`config.mk`:
```
export PLATFORM = sky130hd
export DESIGN_NAME = logic_unit_seq
export DESIGN_NICKNAME = d
export VERILOG_FILES = /design/src/rtl/logic_unit_pkg.sv /design/src/rtl/logic_unit_seq_slice_logic.sv /design/src/rtl/logic_unit_seq.sv
export SDC_FILE = /design/constraint.sdc
export NUM_CORES = 1
export LEC_CHECK = 0
export CAP_MARGIN = 20
export CORE_UTILIZATION = 46
export DETAILED_ROUTE_END_ITERATION = 6
export PLACE_DENSITY = 0.88
export SETUP_SLACK_MARGIN = 0.2
export SYNTH_ARGS = -nofsm -noshare
export SYNTH_HDL_FRONTEND = slang
export SYNTH_HIERARCHICAL = 1
export SYNTH_SLANG_ARGS = --single-unit
```
`constraint.sdc`:
```
create_clock -name clock -period 3.35 [get_ports clock]
set_clock_uncertainty 0.15 [all_clocks]
set_input_delay 0.67 -clock clock [delete_from_list [all_inputs] [get_ports clock]]
set_output_delay 0.67 -clock clock [all_outputs]
set_load 0.01 [all_outputs]
```
`src/rtl/logic_unit_pkg.sv`:
```
// logic_unit_pkg
//   Shared definitions for the sequential bitwise logic unit:
//   - op codes (AND / OR / XOR / NOR)
//   - FSM state encoding (IDLE / RUN / DONE)
//   - clog2_min1: ceil(log2(n)), never less than 1, used to size the slice counter
package logic_unit_pkg;

  localparam logic [1:0] OP_AND = 2'b00;
  localparam logic [1:0] OP_OR  = 2'b01;
  localparam logic [1:0] OP_XOR = 2'b10;
  localparam logic [1:0] OP_NOR = 2'b11;

  typedef enum logic [1:0] {
    ST_IDLE = 2'd0,
    ST_RUN  = 2'd1,
    ST_DONE = 2'd2
  } state_t;

  // A single-slice configuration still needs a 1-bit counter.
  function automatic int clog2_min1(input int n);
    int r;
    r = 0;
    while ((1 << r) < n) r++;
    return (r < 1) ? 1 : r;
  endfunction

endpackage

```
`src/rtl/logic_unit_seq_slice_logic.sv`:
```
// slice_logic
//   Combinational per-bit gate array for one SLICE-bit chunk.
//   Ports:
//     op  - operation select (see logic_unit_pkg op codes)
//     a,b - operand slices
//     y   - result slice
module slice_logic
  import logic_unit_pkg::*;
#(
  parameter int SLICE = 8
) (
  input  logic [1:0]       op,
  input  logic [SLICE-1:0] a,
  input  logic [SLICE-1:0] b,
  output logic [SLICE-1:0] y
);

  always_comb begin
    y = '0;
    case (op)
      OP_AND:  y = a & b;
      OP_OR:   y = a | b;
      OP_XOR:  y = a ^ b;
      OP_NOR:  y = ~(a | b);
      default: y = '0;
    endcase
  end

endmodule

```
`src/rtl/logic_unit_seq.sv`:
```
// logic_unit_seq
//   Multi-cycle bitwise logic unit. Operands are captured on accept and
//   processed SLICE bits per cycle, LSB slice first; the result and a zero
//   flag are presented once the last slice has been written.
//
//   Handshake: a transfer happens on a rising clock edge where valid and
//   ready are both high. in_ready is high only in IDLE, out_valid only in
//   DONE; out_valid stays high with result/zero stable until out_ready.
//
//   Ports:
//     clock, reset        - rising-edge clock, async active-high reset
//     in_valid / in_ready - operand handshake (op, data_a, data_b)
//     out_valid/out_ready - result handshake (result, zero)
//     busy                - high in RUN or DONE
//     state_dbg           - current FSM state, for observation only
module logic_unit_seq
  import logic_unit_pkg::*;
#(
  parameter int WIDTH = 32,
  parameter int SLICE = 8
) (
  input  logic             clock,
  input  logic             reset,
  input  logic             in_valid,
  output logic             in_ready,
  input  logic [1:0]       op,
  input  logic [WIDTH-1:0] data_a,
  input  logic [WIDTH-1:0] data_b,
  output logic             out_valid,
  input  logic             out_ready,
  output logic [WIDTH-1:0] result,
  output logic             zero,
  output logic             busy,
  output state_t           state_dbg
);

  localparam int NSLICE = WIDTH / SLICE;
  localparam int CW     = clog2_min1(NSLICE);

  // Operands and result are kept as arrays of slices so the counter
  // indexes the active chunk directly.
  typedef logic [NSLICE-1:0][SLICE-1:0] sliced_t;

  state_t          state;
  logic [CW-1:0]   cnt;
  sliced_t         a_q;
  sliced_t         b_q;
  sliced_t         res_q;
  logic [1:0]      op_q;
  logic            zacc;
  logic            zero_q;
  logic [SLICE-1:0] y;
  logic            last;

  slice_logic #(.SLICE(SLICE)) u_slice (
    .op (op_q),
    .a  (a_q[cnt]),
    .b  (b_q[cnt]),
    .y  (y)
  );

  assign last = (cnt == CW'(NSLICE - 1));

  always_ff @(posedge clock or posedge reset) begin
    if (reset) begin
      state  <= ST_IDLE;
      cnt    <= '0;
      a_q    <= '0;
      b_q    <= '0;
      op_q   <= OP_AND;
      res_q  <= '0;
      zacc   <= 1'b0;
      zero_q <= 1'b0;
    end else begin
      case (state)
        ST_IDLE: begin
          if (in_valid) begin
            a_q   <= data_a;
            b_q   <= data_b;
            op_q  <= op;
            res_q <= '0;
            zacc  <= 1'b0;
            cnt   <= '0;
            state <= ST_RUN;
          end
        end
        ST_RUN: begin
          res_q[cnt] <= y;
          zacc       <= zacc | (|y);
          if (last) begin
            // Fold in the final slice here; zacc alone lags by one slice.
            zero_q <= ~(zacc | (|y));
            state  <= ST_DONE;
          end else begin
            cnt <= cnt + CW'(1);
          end
        end
        ST_DONE: begin
          if (out_ready) state <= ST_IDLE;
        end
        default: state <= ST_IDLE;
      endcase
    end
  end

  assign in_ready  = (state == ST_IDLE);
  assign out_valid = (state == ST_DONE);
  assign busy      = (state != ST_IDLE);
  assign result    = res_q;
  assign zero      = zero_q;
  assign state_dbg = state;

endmodule
```
==> run_results.csv <==
group,metric,value,unit
run_status,outcome,"finished clean",
drt,drt-total-wl,10300,microns
cells_and_area,num_antenna_cells,0,
cts,cts_setup_buffers,0,
cells_and_area,final_cells,577,
cts,clock_latency,0.36,ns
cts,clk_pin_slew,0.09,ns
drt,wire_per_inst,17.9,microns
global_route,grt_use_total,0.201,
pwr,leakage,2.73,nW
sta,rsz0062_at_grt,"false",
cts,cts_resized,0,
sta,report.final.hold_viol_count,0,
cts,cts_buffer_depth,2,
critical_path,crit_path_frequent_cell,"mux2i_1",
floorplanning,coreArea,0.0103,sq mm
sta,final.period_utilization,0.839,
logic_synthesis,synth_warnings,6,
drt,vias,3122,
placed_design,dp_hpwl,7770,microns
cells_and_area,syn2layout_area_growth,28.1,%
critical_path,crit_path_end_kind,"register",
cells_and_area,nets,526,
critical_path,slowest_delay,0.55,ns
pwr,p_per_area,991,mW/mm^2
placed_design,post-place-cells,561,
floorplanning,die_h,105,microns
cts,cts_hold_buffers,0,
drt,drt_pre_antenna_iters,4,
sta,setup_viol,0,
logic_synthesis,ys_types,26,
floorplanning,dieWidth,105,microns
critical_path,crit_required,3.45,ns
critical_path,cp_slowest_cell,"mux4_2",
cts,cts_sinks,104,
cts,htree_levels,3,
flow_run,maxCapViolCount,0,
critical_path,path_max_fanout,12,
cts,cts_made_buffers,9,
logic_synthesis,syn-cell-area,0.00487,sq mm
global_route,grt_overflow,0,
drt,wl_met1,4150,microns
drt,highest_layer,"met4",
floorplanning,start_util,0.474,
critical_path,worst_setup_path_start_kind,"register",
logic_synthesis,syn-num-nets,422,
cells_and_area,final_cell_mix,"107 x clkdlybuf4s50_1, 104 x dfrtp_1, 64 x mux2_2",
sta,max-slew-margin-rel,0.398,
critical_path,cp-startpoint,"cnt[0]$_DFFE_PP0P_",
logic_synthesis,syn_area_per_cell,14.7,sq um
drt,drt_iter0_drc,164,
logic_synthesis,ys_seq_area_frac,0.535,
critical_path,cp_cell_sequence,"buf_4 -> mux4_2 -> inv_1 -> ha_1 -> mux2i_1 -> mux2i_1 -> nor4_1 -> nand2_1 -> a32o_1",
cts,clockRootBuffer,"clkbuf_8",
cts,cts_tree,"built",
placed_design,place_congestion,0.789,
logic_synthesis,synth_ff_type,"dfrtp_1",
floorplanning,placementRows,37,
cells_and_area,final_common_cell,"clkdlybuf4s50_1",
drt,wl_met2,5460,microns
cells_and_area,fill_cells,804,
global_route,grt_max_degree,105,
placed_design,port_buffers,107,
drt,drc_errors,0,
floorplanning,ios,108,
floorplanning,fp.dieArea,0.0110,sq mm
sta,layout_min_cycle_time,2.81,ns
global_route,antenna_found_initial,0,
logic_synthesis,synthCells,332,
drt,viasPerCell,5.41,
drt,ant_nets,0,
pwr,peakVddDrop,429,uV
critical_path,critical_path_arrival,2.91,ns
sta,fmax,356,MHz
sta,slew_violations,0,
min_path,hold_path.class,"reg -> reg",
drt,wl_met3,568,microns
logic_synthesis,ys_ff_latch,104,
sta,holdWs,0.330,ns
global_route,grt_first_pass_wirelength,17100,microns
sta,worst_pin_slew,0.903,ns
logic_synthesis,synth_edf_count,0,
logic_synthesis,ys_async_sr_fraction,1.00,
cells_and_area,layout-drive-gt1-share,0.245,
critical_path,worstSetupPathType,"reg -> reg",
sta,fin_tns_setup,0,ns
global_route,grt_pass1_vias,3274,
min_path,hold_start,"zacc$_DFFE_PP0P_",
critical_path,timing.rr.start,"cnt[0]$_DFFE_PP0P_",
[routing by layer]
metal	vias to the layer above	global-route usage
met5	-	0
met4	0	0.0463
met3	12	0.0381
met2	108	0.360
met1	1579	0.252
li1	1423	-
[final timing paths]
path | cells after the start | slack, ns | end
worst max-delay path | 9 | 0.54 | zacc$_DFFE_PP0P_
worst min-delay path | 1 | 0.33 | zero$_DFFE_PP0P_
worst max register to register | 9 | 0.54 | zacc$_DFFE_PP0P_
worst min register to register | 1 | 0.33 | zero$_DFFE_PP0P_
max in group asynchronous | 3 | 1.96 | a_q[24]$_DFFE_PP0P_
min in group asynchronous | 3 | 0.67 | state_dbg[1]$_DFFE_PP0P_
[synth_stat cells (2+ instances only)]
| cell | count | share of area |
|---|---|---|
| a22o_1 | 35 | 0.063 |
| and3b_1 | 4 | 0.0072 |
| buf_2 | 11 | 0.011 |
| buf_4 | 2 | 0.0031 |
| clkbuf_1 | 3 | 0.0023 |
| dfrtp_1 | 104 | 0.53 |
| ha_1 | 20 | 0.051 |
| inv_1 | 22 | 0.017 |
| mux2_1 | 3 | 0.0069 |
| mux2_2 | 64 | 0.15 |
| mux2i_1 | 17 | 0.035 |
| mux4_2 | 16 | 0.074 |
| nand2_1 | 3 | 0.0023 |
| nor2_1 | 4 | 0.0031 |
| nor2_2 | 4 | 0.0051 |
| nor4_1 | 2 | 0.0026 |
| o31ai_1 | 2 | 0.0031 |
| xor2_1 | 8 | 0.014 |
[kinds of logic (layout without fill, tap and decap cells)]
group | count (synthesis) | in the layout | synth area share
AOI/OAI and AO/OA | 39 | 39 | 0.0691
DFF | 104 | 104 | 0.535
xor gates and xnor gates | 8 | 8 | 0.0144
muxes | 100 | 100 | 0.264
adders and majority gates | 20 | 20 | 0.0514
buffers and inverters | 42 | 151 | 0.0419
and+or+nand+nor | 19 | 19 | 0.0244
[layout make-up]
class | count | area [sq um] | area share
clock buffers | 10 | 138 | 0.0221
clock inverters | 6 | 42.5 | 0.00682
inverters | 22 | 86.3 | 0.0138
multi-input cells | 186 | 2070 | 0.332
flip-flops and latches | 104 | 2600 | 0.417
well taps | 136 | 170 | 0.0273
repair buffers | 113 | 1130 | 0.181
[stage by stage]
| step | power [mW] | worst slack, ns | area (sq um) | utilization |
|---|---|---|---|---|
| 3_3_place_gp | 5.31 | 0.634 | 6050 | 0.589 |
| 6_report | 6.18 | 0.540 | 6230 | 0.607 |
| 2_1_floorplan | 4.49 | 0.569 | 4870 | - |
| 3_5_place_dp | 5.48 | 0.570 | 6050 | 0.589 |
| 5_1_grt | 6.62 | 0.397 | 6230 | 0.607 |
| 4_1_cts | 6.21 | 0.545 | 6230 | 0.607 |
[critical path: cells and delay by family, from the launching register on]
family	cells	cell delay, ns
flops	1	0.36
buf+inv	2	0.31
simple gates	2	0.41
fa+ha+maj	1	0.22
mux	3	0.98
compound gates	1	0.28
[power breakdown]
group	switching, mW	leakage [nW]	internal [mW]
clock	0.428	0.0891	0.294
sequential	0.435	1.27	1.83
combinational	1.48	1.37	1.71
[state kept, by name, indices dropped and copies added, names as in the netlist]
| signal | cells |
|---|---|
| result | 32 |
| cnt | 2 |
| a_q | 32 |
| op_q | 2 |
| zacc | 1 |
| zero | 1 |
| state_dbg | 2 |
| b_q | 32 |
(Power assumes the default switching activity.)
